===== src/rtl/branch_resolver.sv =====
// rtl/branch_resolver.sv - RV32I conditional-branch resolver with a two-stage valid/ready pipeline
// S1 evaluates the condition and target; S2 holds the redirect record handed to fetch.
module branch_resolver #(
  parameter int XLEN  = 32,
  parameter int CNT_W = 32
) (
  input  logic             clk,
  input  logic             rst,
  input  logic             in_valid,
  output logic             in_ready,
  input  logic [2:0]       in_func3,
  input  logic [XLEN-1:0]  in_rs1,
  input  logic [XLEN-1:0]  in_rs2,
  input  logic [XLEN-1:0]  in_pc,
  input  logic [XLEN-1:0]  in_imm,
  output logic             out_valid,
  input  logic             out_ready,
  output logic             out_taken,
  output logic [XLEN-1:0]  out_next_pc,
  output logic             out_misalign,
  output logic             out_illegal,
  output logic [CNT_W-1:0] cnt_resolved,
  output logic [CNT_W-1:0] cnt_taken
);

  logic            s1_valid_q, s1_valid_d;
  logic [XLEN-1:0] s1_pc4_q, s1_pc4_d;
  logic [XLEN-1:0] s1_tgt_q, s1_tgt_d;
  logic            s1_cond_q, s1_cond_d;
  logic            s1_ill_q, s1_ill_d;

  logic            out_valid_q, out_valid_d;
  logic            out_taken_q, out_taken_d;
  logic [XLEN-1:0] out_next_pc_q, out_next_pc_d;
  logic            out_misalign_q, out_misalign_d;
  logic            out_illegal_q, out_illegal_d;

  logic [CNT_W-1:0] cnt_resolved_q, cnt_resolved_d;
  logic [CNT_W-1:0] cnt_taken_q, cnt_taken_d;

  logic cond, illegal;
  logic s2_free, in_hs, out_hs, squash, s1_adv;

  always_comb begin
    cond    = 1'b0;
    illegal = 1'b0;
    case (in_func3)
      3'b000:  cond = (in_rs1 == in_rs2);
      3'b001:  cond = (in_rs1 != in_rs2);
      3'b100:  cond = ($signed(in_rs1) <  $signed(in_rs2));
      3'b101:  cond = ($signed(in_rs1) >= $signed(in_rs2));
      3'b110:  cond = (in_rs1 <  in_rs2);
      3'b111:  cond = (in_rs1 >= in_rs2);
      default: illegal = 1'b1;
    endcase
  end

  assign out_hs   = out_valid_q & out_ready;
  assign s2_free  = !out_valid_q | out_ready;
  assign in_ready = !s1_valid_q | s2_free;
  assign in_hs    = in_valid & in_ready;
  // A taken redirect makes everything younger wrong-path, including this cycle's input.
  assign squash   = out_hs & out_taken_q;
  assign s1_adv   = s1_valid_q & s2_free & !squash;

  always_comb begin
    s1_valid_d = s1_valid_q;
    s1_pc4_d   = s1_pc4_q;
    s1_tgt_d   = s1_tgt_q;
    s1_cond_d  = s1_cond_q;
    s1_ill_d   = s1_ill_q;
    if (squash) begin
      s1_valid_d = 1'b0;
    end else if (in_hs) begin
      s1_valid_d = 1'b1;
      s1_pc4_d   = in_pc + XLEN'(4);
      s1_tgt_d   = in_pc + in_imm;
      s1_cond_d  = cond;
      s1_ill_d   = illegal;
    end else if (s1_adv) begin
      s1_valid_d = 1'b0;
    end
  end

  always_comb begin
    out_valid_d    = out_valid_q;
    out_taken_d    = out_taken_q;
    out_next_pc_d  = out_next_pc_q;
    out_misalign_d = out_misalign_q;
    out_illegal_d  = out_illegal_q;
    if (squash) begin
      out_valid_d = 1'b0;
    end else if (s1_adv) begin
      out_valid_d    = 1'b1;
      out_taken_d    = s1_cond_q;
      out_next_pc_d  = s1_cond_q ? s1_tgt_q : s1_pc4_q;
      out_misalign_d = s1_cond_q & (s1_tgt_q[1:0] != 2'b00);
      out_illegal_d  = s1_ill_q;
    end else if (out_hs) begin
      out_valid_d = 1'b0;
    end
  end

  always_comb begin
    cnt_resolved_d = cnt_resolved_q;
    cnt_taken_d    = cnt_taken_q;
    if (out_hs && !out_illegal_q) cnt_resolved_d = cnt_resolved_q + CNT_W'(1);
    if (out_hs && out_taken_q)    cnt_taken_d    = cnt_taken_q + CNT_W'(1);
  end

  always_ff @(posedge clk or posedge rst) begin
    if (rst) begin
      s1_valid_q     <= 1'b0;
      s1_pc4_q       <= '0;
      s1_tgt_q       <= '0;
      s1_cond_q      <= 1'b0;
      s1_ill_q       <= 1'b0;
      out_valid_q    <= 1'b0;
      out_taken_q    <= 1'b0;
      out_next_pc_q  <= '0;
      out_misalign_q <= 1'b0;
      out_illegal_q  <= 1'b0;
      cnt_resolved_q <= '0;
      cnt_taken_q    <= '0;
    end else begin
      s1_valid_q     <= s1_valid_d;
      s1_pc4_q       <= s1_pc4_d;
      s1_tgt_q       <= s1_tgt_d;
      s1_cond_q      <= s1_cond_d;
      s1_ill_q       <= s1_ill_d;
      out_valid_q    <= out_valid_d;
      out_taken_q    <= out_taken_d;
      out_next_pc_q  <= out_next_pc_d;
      out_misalign_q <= out_misalign_d;
      out_illegal_q  <= out_illegal_d;
      cnt_resolved_q <= cnt_resolved_d;
      cnt_taken_q    <= cnt_taken_d;
    end
  end

  assign out_valid    = out_valid_q;
  assign out_taken    = out_taken_q;
  assign out_next_pc  = out_next_pc_q;
  assign out_misalign = out_misalign_q;
  assign out_illegal  = out_illegal_q;
  assign cnt_resolved = cnt_resolved_q;
  assign cnt_taken    = cnt_taken_q;

endmodule


===== config.mk =====
export PLATFORM = sky130hd
export DESIGN_NAME = branch_resolver
export DESIGN_NICKNAME = d
export VERILOG_FILES = /design/src/rtl/branch_resolver.sv
export SDC_FILE = /design/constraint.sdc
export NUM_CORES = 1
export LEC_CHECK = 0
export CAP_MARGIN = 15
export CORE_MARGIN = 1.5
export CORE_UTILIZATION = 50
export DETAILED_ROUTE_END_ITERATION = 16
export PLACE_DENSITY = 0.84
export SLEW_MARGIN = 5
export SYNTH_ARGS = -nofsm -noshare
export SYNTH_HDL_FRONTEND = slang
export SYNTH_SLANG_ARGS = --single-unit

===== constraint.sdc =====
create_clock -name clk -period 7 [get_ports clk]
set_input_delay 1.05 -clock clk [delete_from_list [all_inputs] [get_ports clk]]
set_output_delay 1.05 -clock clk [all_outputs]
set_load 0.05 [all_outputs]

==> metrics.md <==
| Metric | Value |
|---|---|
| Diodes inserted | `0` |
| Crit-path leading delay family | `buffers and inverters` |
| Net Count, Synth | `1236` |
| TritonRoute pass-1 iters | `4` |
| Port bufs | `235` |
| Critical path arrival | `2750 ps` |
| Max Clock Skew | `16.5 ps` |
| CP max stage delay | `870 ps` |
| Placed insts | `1505` |
| Final Hold Vio Count | `0` |
| FF/Latch Area | `0.00418 mm^2` |
| Multi-input logic area | `0.00519 mm^2` |
| Initial cell density of the core | `51.3%` |
| Status | `finished clean` |
| CTS sink cnt | `167` |
| Clk Tree Root Cell | `clkbuf_16` |
| Post_cts resized | `0` |
| Post-Synthesis Cells | `1034` |
| WL final | `23600 um` |
| CP max stage cell | `clkdlybuf4s50_1` |
| Gr usage total | `24.2%` |
| Horiz. Die Dim | `142 um` |
| Crit path top cell by count | `clkdlybuf4s50_1` |
| CP Max Fanout | `5` |
| Core Box Area | `0.0188 mm^2` |
| Initial antenna violation count | `0` |
| Crit end category | `output port` |
| Die height | `142 um` |
| Crit-path cells | `clkdlybuf4s50_1, nor2b_1, nand2_1, clkdlybuf4s50_1` |
| Syn. warnings | `0` |
| # Max-Cap Violations | `0` |
| Post-synth ARST share | `100%` |
| Mapped Area | `0.00966 mm^2` |
| Syn_area_per_cell | `9.34 um^2` |
| Number of synthesized flops with an enable pin | `0` |
| Clk buf depth | `2` |
| H-tree lvl count | `4` |
| TritonCTS Buffers | `17` |
| Area grow syn2layout | `33.5%` |
| Most used flip-flop cell after synthesis | `dfrtp_1` |
| Synth Register Bits | `167` |
| Sequential share of the synthesized area | `43.3%` |
| Clock Latency Late Sink | `430 ps` |
| Share of post-route cells with drive strength above 1 | `4.69%` |
| Synth cell count leaders | `dfrtp_1, nand2_1, o21ai_0, xnor2_1, ha_1` |
| Die ar. | `0.0202 mm^2` |
| Fillcell total | `1456` |
| IO Count | `236` |
| Pre-CTS setup slack | `2810 ps` |
| Power Density | `297 mW/mm^2` |
| DRC errors left | `0` |
| First-pass GRT wire length | `39100 um` |
| Post-CTS Setup Inserts | `0` |
| Tmin final | `3800 ps` |
| Setup WS post-layout | `3200 ps` |
| Crit path kind | `input pin to output port` |
| WHS | `473 ps` |
| Final net count | `1467` |
| RSZ-0062 raised after global routing | `no` |
| FMAX | `263 MHz` |
| Antenna-violating nets left | `0` |
| Worst Hold Class | `flip-flop to flip-flop` |
| CTS tree | `yes` |
| Pleak | `0.00576 uW` |
| # setup viols final | `0` |
| Worst endpoint required time | `5950 ps` |
| CTS Hold Bufs | `0` |
| Number of global-route vias before repair | `8177` |
| Routed vias/inst | `5.33` |
| Drt wl/cell | `15.4 um` |
| Gp weighted congestion | `0.917` |
| Synth area leader | `dfrtp_1` |
| Cell Rows | `50` |
| Setup TNS | `0 ps` |
| Final Cycle Share | `54.3%` |
| Library cells used by synthesis | `58` |
| Iter 0 DRT Violations | `388` |
| Design area | `0.0129 mm^2` |
| Worst relative slew slack | `26.7%` |
| Largest net degree at the start of global routing | `115` |
| Final Non-Filler Cells | `1538` |
| Hpwl dp | `17800 um` |
| Buf/Inv on CP | `2` |
| Final Max Tran Viols | `0` |
| CP Launch Type | `input pin` |
| Area contributors post-synth | `dfrtp_1, ha_1, xnor2_1, nand2_1, o21ai_0` |
| Congestion Overflow GR | `0` |
| Yosys top cell area share | `43.3%` |
| Peak supply drop | `0.210 mV` |
| Slew @ Worst Pin | `1100 ps` |
| DP Area | `0.0123 mm^2` |
| Vias | `8202` |
| Clock-pin slew on the worst setup and hold paths | `70 ps` |
## flip-flops by register name, indices dropped and copies added, names as in the netlist, 32 cells and up
name          count
s1_tgt_q         32
out_next_pc      32
s1_pc4_q         32
cnt_resolved     32
cnt_taken        32
## worst register-to-register path: cells and delay by family, from the launching register on
| family | cells | cell delay [ps] |
|---|---|---|
| flops | 1 | 440 |
| xor+xnor | 1 | 140 |
| simple gates | 9 | 2000 |
## final cells by class
class | count | area share [%]
inverters | 54 | 1.61
flip-flops and latches | 167 | 32.4
clock inverters | 14 | 1.19
repair buffers | 239 | 18.6
well taps | 260 | 2.52
clock buffers | 18 | 3.41
multi-input cells | 786 | 40.3
## where the power goes
part	internal, uW	switching [uW]
Sequential	1230	210
Combinational	551	894
Clock	518	431
Total	2300	1530
## cell usage in the layout, fill, tap and decap left out, types with 2 or more instances in the layout
cell,instances
clkdlybuf4s50_1,235
nand2_1,166
dfrtp_1,166
o21ai_0,107
xnor2_1,72
ha_1,66
inv_1,53
nor2_1,48
xor2_1,43
a21oi_1,37
nand3_1,35
mux2i_1,35
nand4_1,31
a21o_1,19
and3_1,17
clkbuf_16,17
nor3_1,13
inv_6,8
nand2b_1,7
nor2b_1,6
and2_1,6
o21bai_1,6
o31ai_1,6
and4_1,6
or3_1,5
mux2_2,5
o21ai_1,4
or2_2,4
a211oi_1,3
o21a_1,3
nand2_2,3
inv_8,3
buf_4,3
o211a_1,2
o31a_1,2
nand3b_1,2
a2111oi_0,2
nor2_4,2
## per-layer routing
layer	track usage, %	routed length (um)
met4	8.95	663
met1	30.9	10300
met5	0	0
met2	41.2	11500
met3	4.48	1130
## kinds of logic (layout without fill, tap and decap cells)
family          Yosys count  count (layout)  synth area share (%)
simple gates            360             360                  17.8
fa+ha+maj                67              67                  8.76
compound gates          204             204                  12.4
buf+inv                  81             325                  3.16
xor+xnor                115             115                  10.4
mux                      40              40                  4.21
flops                   167             167                  43.3
## worst paths after layout
path                                  startpoint               end  slack [ps]  cells after the start
min in group asynchronous                    rst  cnt_resolved[21]        1240                      2
max in group asynchronous                    rst      s1_tgt_q[18]        4410                      3
worst min-delay path            cnt_resolved[31]  cnt_resolved[31]         470                      1
worst max-delay path                   out_ready          in_ready        3200                      4
worst min register to register  cnt_resolved[31]  cnt_resolved[31]         470                      1
worst max register to register         out_valid     cnt_taken[31]        4290                     10
## per-stage QoR
| step | utilization, % | power (uW) |
|---|---|---|
| 6_report | 68.5 | 3830 |
| 5_1_grt | 68.5 | 4050 |
| 4_1_cts | 68.4 | 3850 |
| 3_5_place_dp | 65.2 | 2890 |
| 3_3_place_gp | 65.2 | 2850 |
| 2_1_floorplan | - | 2360 |
Power figures use the tool's default switching activity.
